==> src/rtl/dmem_arbiter_pkg.sv <==
// rtl/dmem_arbiter_pkg.sv - shared sizes and FSM encodings for the DMEM arbiter
// Contents:
//   MA_PACKET_SIZE  width of an MA-stage packet
//   DMEM_WIDTH      DMEM word width
//   DMEM_DEPTH      DMEM word count
//   arb_state_t     arbiter FSM encoding (ARB_IDLE / ARB_MEM / ARB_OUT)
package dmem_arbiter_pkg;

  localparam int MA_PACKET_SIZE = 40;
  localparam int DMEM_WIDTH     = 16;
  localparam int DMEM_DEPTH     = 1024;

  typedef enum logic [1:0] {
    ARB_IDLE = 2'd0,
    ARB_MEM  = 2'd1,
    ARB_OUT  = 2'd2
  } arb_state_t;

endpackage

==> src/rtl/dmem_arbiter_rr_arb2.sv <==
// rtl/dmem_arbiter_rr_arb2.sv - two-way round-robin grant selector
// Ports:
//   req[1:0]  request vector
//   en        grant window open
//   ptr       preferred requester when both request
//   gnt[1:0]  one-hot grant, all zero when en=0 or no request
module rr_arb2 (
  input  logic [1:0] req,
  input  logic       en,
  input  logic       ptr,
  output logic [1:0] gnt
);

  always_comb begin
    gnt = 2'b00;
    if (en) begin
      // A lone requester wins regardless of the pointer.
      if (req == 2'b11) gnt = ptr ? 2'b10 : 2'b01;
      else              gnt = req;
    end
  end

endmodule

==> src/rtl/dmem_arbiter.sv <==
// rtl/dmem_arbiter.sv - shares one DMEM port between two packet requesters
// Ports:
//   CP, MR_N                       clock, async active-low reset
//   Send_inN / Ack_outN            request valid / one-cycle accept (N = 0,1)
//   LOAD_FLGN, WRITE_ENN           request is a load / store
//   WRITE_DATAN, PACKET_INN        store data / packet (low ADDR_W bits = address)
//   Send_out / Ack_in / PACKET_OUT result channel with backpressure
//   dmem_wea/addra/dina/douta      external synchronous DMEM port
module dmem_arbiter
  import dmem_arbiter_pkg::*;
#(
  parameter int PKT_W  = MA_PACKET_SIZE,
  parameter int DATA_W = DMEM_WIDTH,
  parameter int ADDR_W = $clog2(DMEM_DEPTH)
) (
  input  logic              CP,
  input  logic              MR_N,
  input  logic              Send_in0,
  input  logic              Send_in1,
  output logic              Ack_out0,
  output logic              Ack_out1,
  input  logic              LOAD_FLG0,
  input  logic              LOAD_FLG1,
  input  logic              WRITE_EN0,
  input  logic              WRITE_EN1,
  input  logic [DATA_W-1:0] WRITE_DATA0,
  input  logic [DATA_W-1:0] WRITE_DATA1,
  input  logic [PKT_W-1:0]  PACKET_IN0,
  input  logic [PKT_W-1:0]  PACKET_IN1,
  output logic              Send_out,
  input  logic              Ack_in,
  output logic [PKT_W-1:0]  PACKET_OUT,
  output logic              dmem_wea,
  output logic [ADDR_W-1:0] dmem_addra,
  output logic [DATA_W-1:0] dmem_dina,
  input  logic [DATA_W-1:0] dmem_douta
);

  arb_state_t        state;
  logic              rr_ptr;
  logic [PKT_W:0]    dl;      // {merge-load flag, captured packet}
  logic [ADDR_W-1:0] addr_q;  // last granted address, held while idle

  logic              grant_ok;
  logic [1:0]        gnt;
  logic              granted;
  logic              g;
  logic [PKT_W-1:0]  sel_pkt;
  logic [DATA_W-1:0] sel_wdata;
  logic              sel_we;
  logic              sel_load;

  // A new grant is possible when idle, or when the held result leaves this cycle.
  assign grant_ok = (state == ARB_IDLE) | ((state == ARB_OUT) & Ack_in);

  rr_arb2 u_rr_arb2 (
    .req (({Send_in1, Send_in0})),
    .en  (grant_ok),
    .ptr (rr_ptr),
    .gnt (gnt)
  );

  assign granted   = |gnt;
  assign g         = gnt[1];
  assign sel_pkt   = g ? PACKET_IN1  : PACKET_IN0;
  assign sel_wdata = g ? WRITE_DATA1 : WRITE_DATA0;
  assign sel_we    = g ? WRITE_EN1   : WRITE_EN0;
  assign sel_load  = g ? LOAD_FLG1   : LOAD_FLG0;

  // Handshake and write strobe are forced low while reset is asserted.
  assign Ack_out0   = gnt[0] & MR_N;
  assign Ack_out1   = gnt[1] & MR_N;
  assign dmem_wea   = granted & sel_we & MR_N;
  assign dmem_addra = granted ? sel_pkt[ADDR_W-1:0] : addr_q;
  assign dmem_dina  = sel_wdata;

  always_ff @(posedge CP or negedge MR_N) begin
    if (!MR_N) begin
      state      <= ARB_IDLE;
      rr_ptr     <= 1'b0;
      dl         <= '0;
      addr_q     <= '0;
      PACKET_OUT <= '0;
      Send_out   <= 1'b0;
    end else begin
      if (granted) begin
        // A store never merges read data, even if the load flag is also set.
        dl     <= {sel_load & ~sel_we, sel_pkt};
        rr_ptr <= ~g;
        addr_q <= sel_pkt[ADDR_W-1:0];
      end
      case (state)
        ARB_IDLE: begin
          if (granted) state <= ARB_MEM;
        end
        ARB_MEM: begin
          // Read data for the address clocked at the grant edge is valid now.
          PACKET_OUT <= dl[PKT_W] ? {dl[PKT_W-1:DATA_W], dmem_douta} : dl[PKT_W-1:0];
          Send_out   <= 1'b1;
          state      <= ARB_OUT;
        end
        ARB_OUT: begin
          if (Ack_in) begin
            Send_out <= 1'b0;
            state    <= granted ? ARB_MEM : ARB_IDLE;
          end
        end
        default: state <= ARB_IDLE;
      endcase
    end
  end

endmodule
==> config.mk <==
export PLATFORM = sky130hd
export DESIGN_NAME = dmem_arbiter
export DESIGN_NICKNAME = d
export VERILOG_FILES = /design/src/rtl/dmem_arbiter_pkg.sv /design/src/rtl/dmem_arbiter_rr_arb2.sv /design/src/rtl/dmem_arbiter.sv
export SDC_FILE = /design/constraint.sdc
export NUM_CORES = 1
export LEC_CHECK = 0
export BUFFER_PORTS_ARGS = -buffer_cell sky130_fd_sc_hd__buf_2
export CORE_MARGIN = 1
export CORE_UTILIZATION = 30
export CTS_CLUSTER_SIZE = 14
export DETAILED_ROUTE_END_ITERATION = 8
export MAX_ROUTING_LAYER = met4
export PLACE_DENSITY = 0.63
export SLEW_MARGIN = 40
export SYNTH_ARGS = -nofsm -noshare
export SYNTH_HDL_FRONTEND = slang
export SYNTH_SLANG_ARGS = --single-unit
==> constraint.sdc <==
create_clock -name CP -period 3.7 [get_ports CP]
set_input_delay 0.74 -clock CP [delete_from_list [all_inputs] [get_ports CP]]
set_output_delay 0.74 -clock CP [all_outputs]
set_load 0.03 [all_outputs]
==> metrics.yaml <==
cts.sinks: 95
p_leak_nw: 2.96
io_buffers: 206
drt_iter0_drc: 94
cts_max_level: 3
drv_cap: 0
yosysSeqAreaShare_pct: 55.9
ir_drop_mv: 0.436
grt_pass1_wl_um: 17700
n_antenna_cell: 0
yosysWarnings: 0
drc_errors: 0
synthFlopType: "dfrtp_1"
slew_headroom_pct: 56.0
cts_tree: "yes"
final_area_mm2: 0.00574
skew_ns: 0.00763
critical_path_class: "in -> out"
dp.cells: 741
wl_um: 11400
antenna_found_initial: 1
syn-num-nets: 512
io_pins: 207
cp-start-kind: "input port"
core_mm2: 0.0138
synth_area_mm2: 0.00425
die_h_um: 121
synth_top_area_share_pct: 55.9
finalPower_w: 0.00500
p_sw_w: 0.00205
yosys_register_bits: 95
use_met1_pct: 18.8
nets: 709
dr_total_vias: 3565
p_comb_share_pct: 42.9
place_congestion: 0.887
grt_use_met2_pct: 28.8
switching_share_pct: 41.0
synth_area_leader_cell: "dfrtp_1"
status: "finished clean"
n_fill_cell: 1352
grt_pass1_vias: 3663
finalCriticalPeriod_ns: 2.98
hold_class: "reg -> reg"
wl_per_cell_um: 15.1
place_area_mm2: 0.00540
busiest_layer: "met2"
grt_overflow_total: 0
cp-end-kind: "primary output"
final_max_slew_viol_count: 0
drive_above_1_share_pct: 49.7
max_slew.worst_pin.slew_ns: 0.659
avgSynthCellArea_um2: 11.3
timing.hold.ws_ns: 0.475
numCtsBuffers: 9
async_flop_share_pct: 100
fmax_mhz: 336
seq_power_share_pct: 36.8
grtUsageTotal_pct: 16.4
cts_hold_buffers: 0
finalSetupViolations: 0
worstSkewPairLatency_ns: 0.34
p_clk_share_pct: 20.3
hpwl_um: 8550
cp.arrival_ns: 2.24
postSynthCellCount: 375
post_cts_buffers: 0
fin_cells: 757
start_util_pct: 30.7
intPower_w: 0.00295
vias_per_cell: 4.71
finalCritPeriodShare_pct: 80.5
finalSetupTns_ns: 0
synth_edf_count: 0
required_ns: 2.96
synthTopCellsByArea: "dfrtp_1 (56%), mux2_2 (11%), nand2_1 (5.4%)"
crit_fanout: 37
grt_max_degree: 60
dieArea_mm2: 0.0146
rsz0062_at_grt: "false"
drtPass1Iterations: 4
powerDensity_mw_per_mm2: 872
final_hold_viol_count: 0
area_delta_synth_final_pct: 34.9
fp.dieW_um: 121
postRouteAntennaNets: 0
clockBufferDepth: 2
met3_usage_pct: 2.91
std_cell_rows: 43
cts_resized: 0
cts_root_buffer: "clkbuf_16"
clk_pin_slew_ns: 0.07
ys_types: 28
-- registers in the layout, summed over array words and instances (netlist names) --
register and cells:
PACKET_OUT 40, Send_out 1, addr_q 10, dl 41, rr_ptr 1, state 2
-- per-layer routing --
metal | vias up | routed length [µm]
met5 | - | 0
met4 | 0 | 191
met3 | 14 | 673
met2 | 136 | 5740
met1 | 1684 | 4820
li1 | 1731 | -
-- metrics by stage --
step | worst slack (ns) | utilization (%)
global placement | 0.705 | 39.0
detailed placement | 0.697 | 39.1
CTS | 0.687 | 41.5
global route | 0.625 | 41.5
finish | 0.721 | 41.5
floorplan | 0.833 | -
-- path summary, 6_finish.rpt --
check	from	end	slack (ns)	depth (start not counted)
worst max register to register	state[1]	dl[11]	1.84	6
min in group asynchronous	MR_N	PACKET_OUT[36]	0.51	2
worst max-delay path	Ack_in	dmem_addra[7]	0.72	7
worst min register to register	addr_q[0]	addr_q[0]	0.48	1
worst min-delay path	addr_q[0]	addr_q[0]	0.48	1
max in group asynchronous	MR_N	dl[40]	2.70	2
-- critical path: stages --
cell and delay, ns:
buf_2 0.13, nor2b_4 0.05, or3_2 0.51, inv_6 0.23, o221a_2 0.25, a21o_1 0.11
buf_2 0.20
-- layout make-up --
class | count | area [µm²] | share of cell area [%]
Sequential cell | 95 | 2380 | 41.5
Multi-Input combinational cell | 248 | 1690 | 29.4
Timing Repair Buffer | 214 | 1090 | 19.1
Clock buffer | 10 | 239 | 4.17
Tap cell | 180 | 225 | 3.93
Clock inverter | 6 | 93.8 | 1.64
Inverter | 4 | 20.0 | 0.349
-- kinds of logic after synthesis --
| family | after synthesis | synth area share [%] |
|---|---|---|
| flip-flops | 95 | 55.9 |
| AND/OR/NAND/NOR | 89 | 9.10 |
| multiplexers | 57 | 14.6 |
| buffers and inverters | 32 | 4.65 |
| AO/OA/AOI/OAI | 102 | 15.7 |
-- Yosys cell counts (6+ instances only) --
master	count
a21o_1	16
a31oi_1	15
buf_2	12
buf_6	6
clkbuf_1	6
dfrtp_1	95
mux2_2	40
mux2i_1	17
nand2_1	61
nor2_1	17
o21ai_0	36
o221a_2	8
o22ai_1	21
-- power by group through the flow --
stage          Combinational (W)  Sequential, W  Clock (W)
3_3_place_gp             0.00214        0.00184          0
5_1_grt                  0.00234        0.00191    0.00109
6_report                 0.00215        0.00184    0.00102
4_1_cts                  0.00218        0.00185    0.00104
2_1_floorplan            0.00125        0.00217          0
3_5_place_dp             0.00218        0.00187          0
-- cells in the final DEF (no fill, tap or decap) --
cell and n:
o221a_2 8, or3_2 1, bufinv_16 2, dfrtp_1 94, a2111oi_4 1, a31oi_1 15
nand4b_2 1, inv_1 3, o21ai_0 36, nand3b_1 2, o22ai_1 21, inv_6 1
buf_4 9, nor2_1 17, and2_1 1, dfrtp_2 1, clkinvlp_4 1, clkbuf_8 1
nand2b_1 1, clkbuf_16 9, mux2_2 40, and2_2 1, nand2b_4 2, o21ai_1 2
nor3_1 1, nor2b_4 1, nand2_1 61, mux2i_1 17, clkinv_4 3, a21oi_1 3
a21o_1 16, buf_2 205
Power figures use the tool's default switching activity.
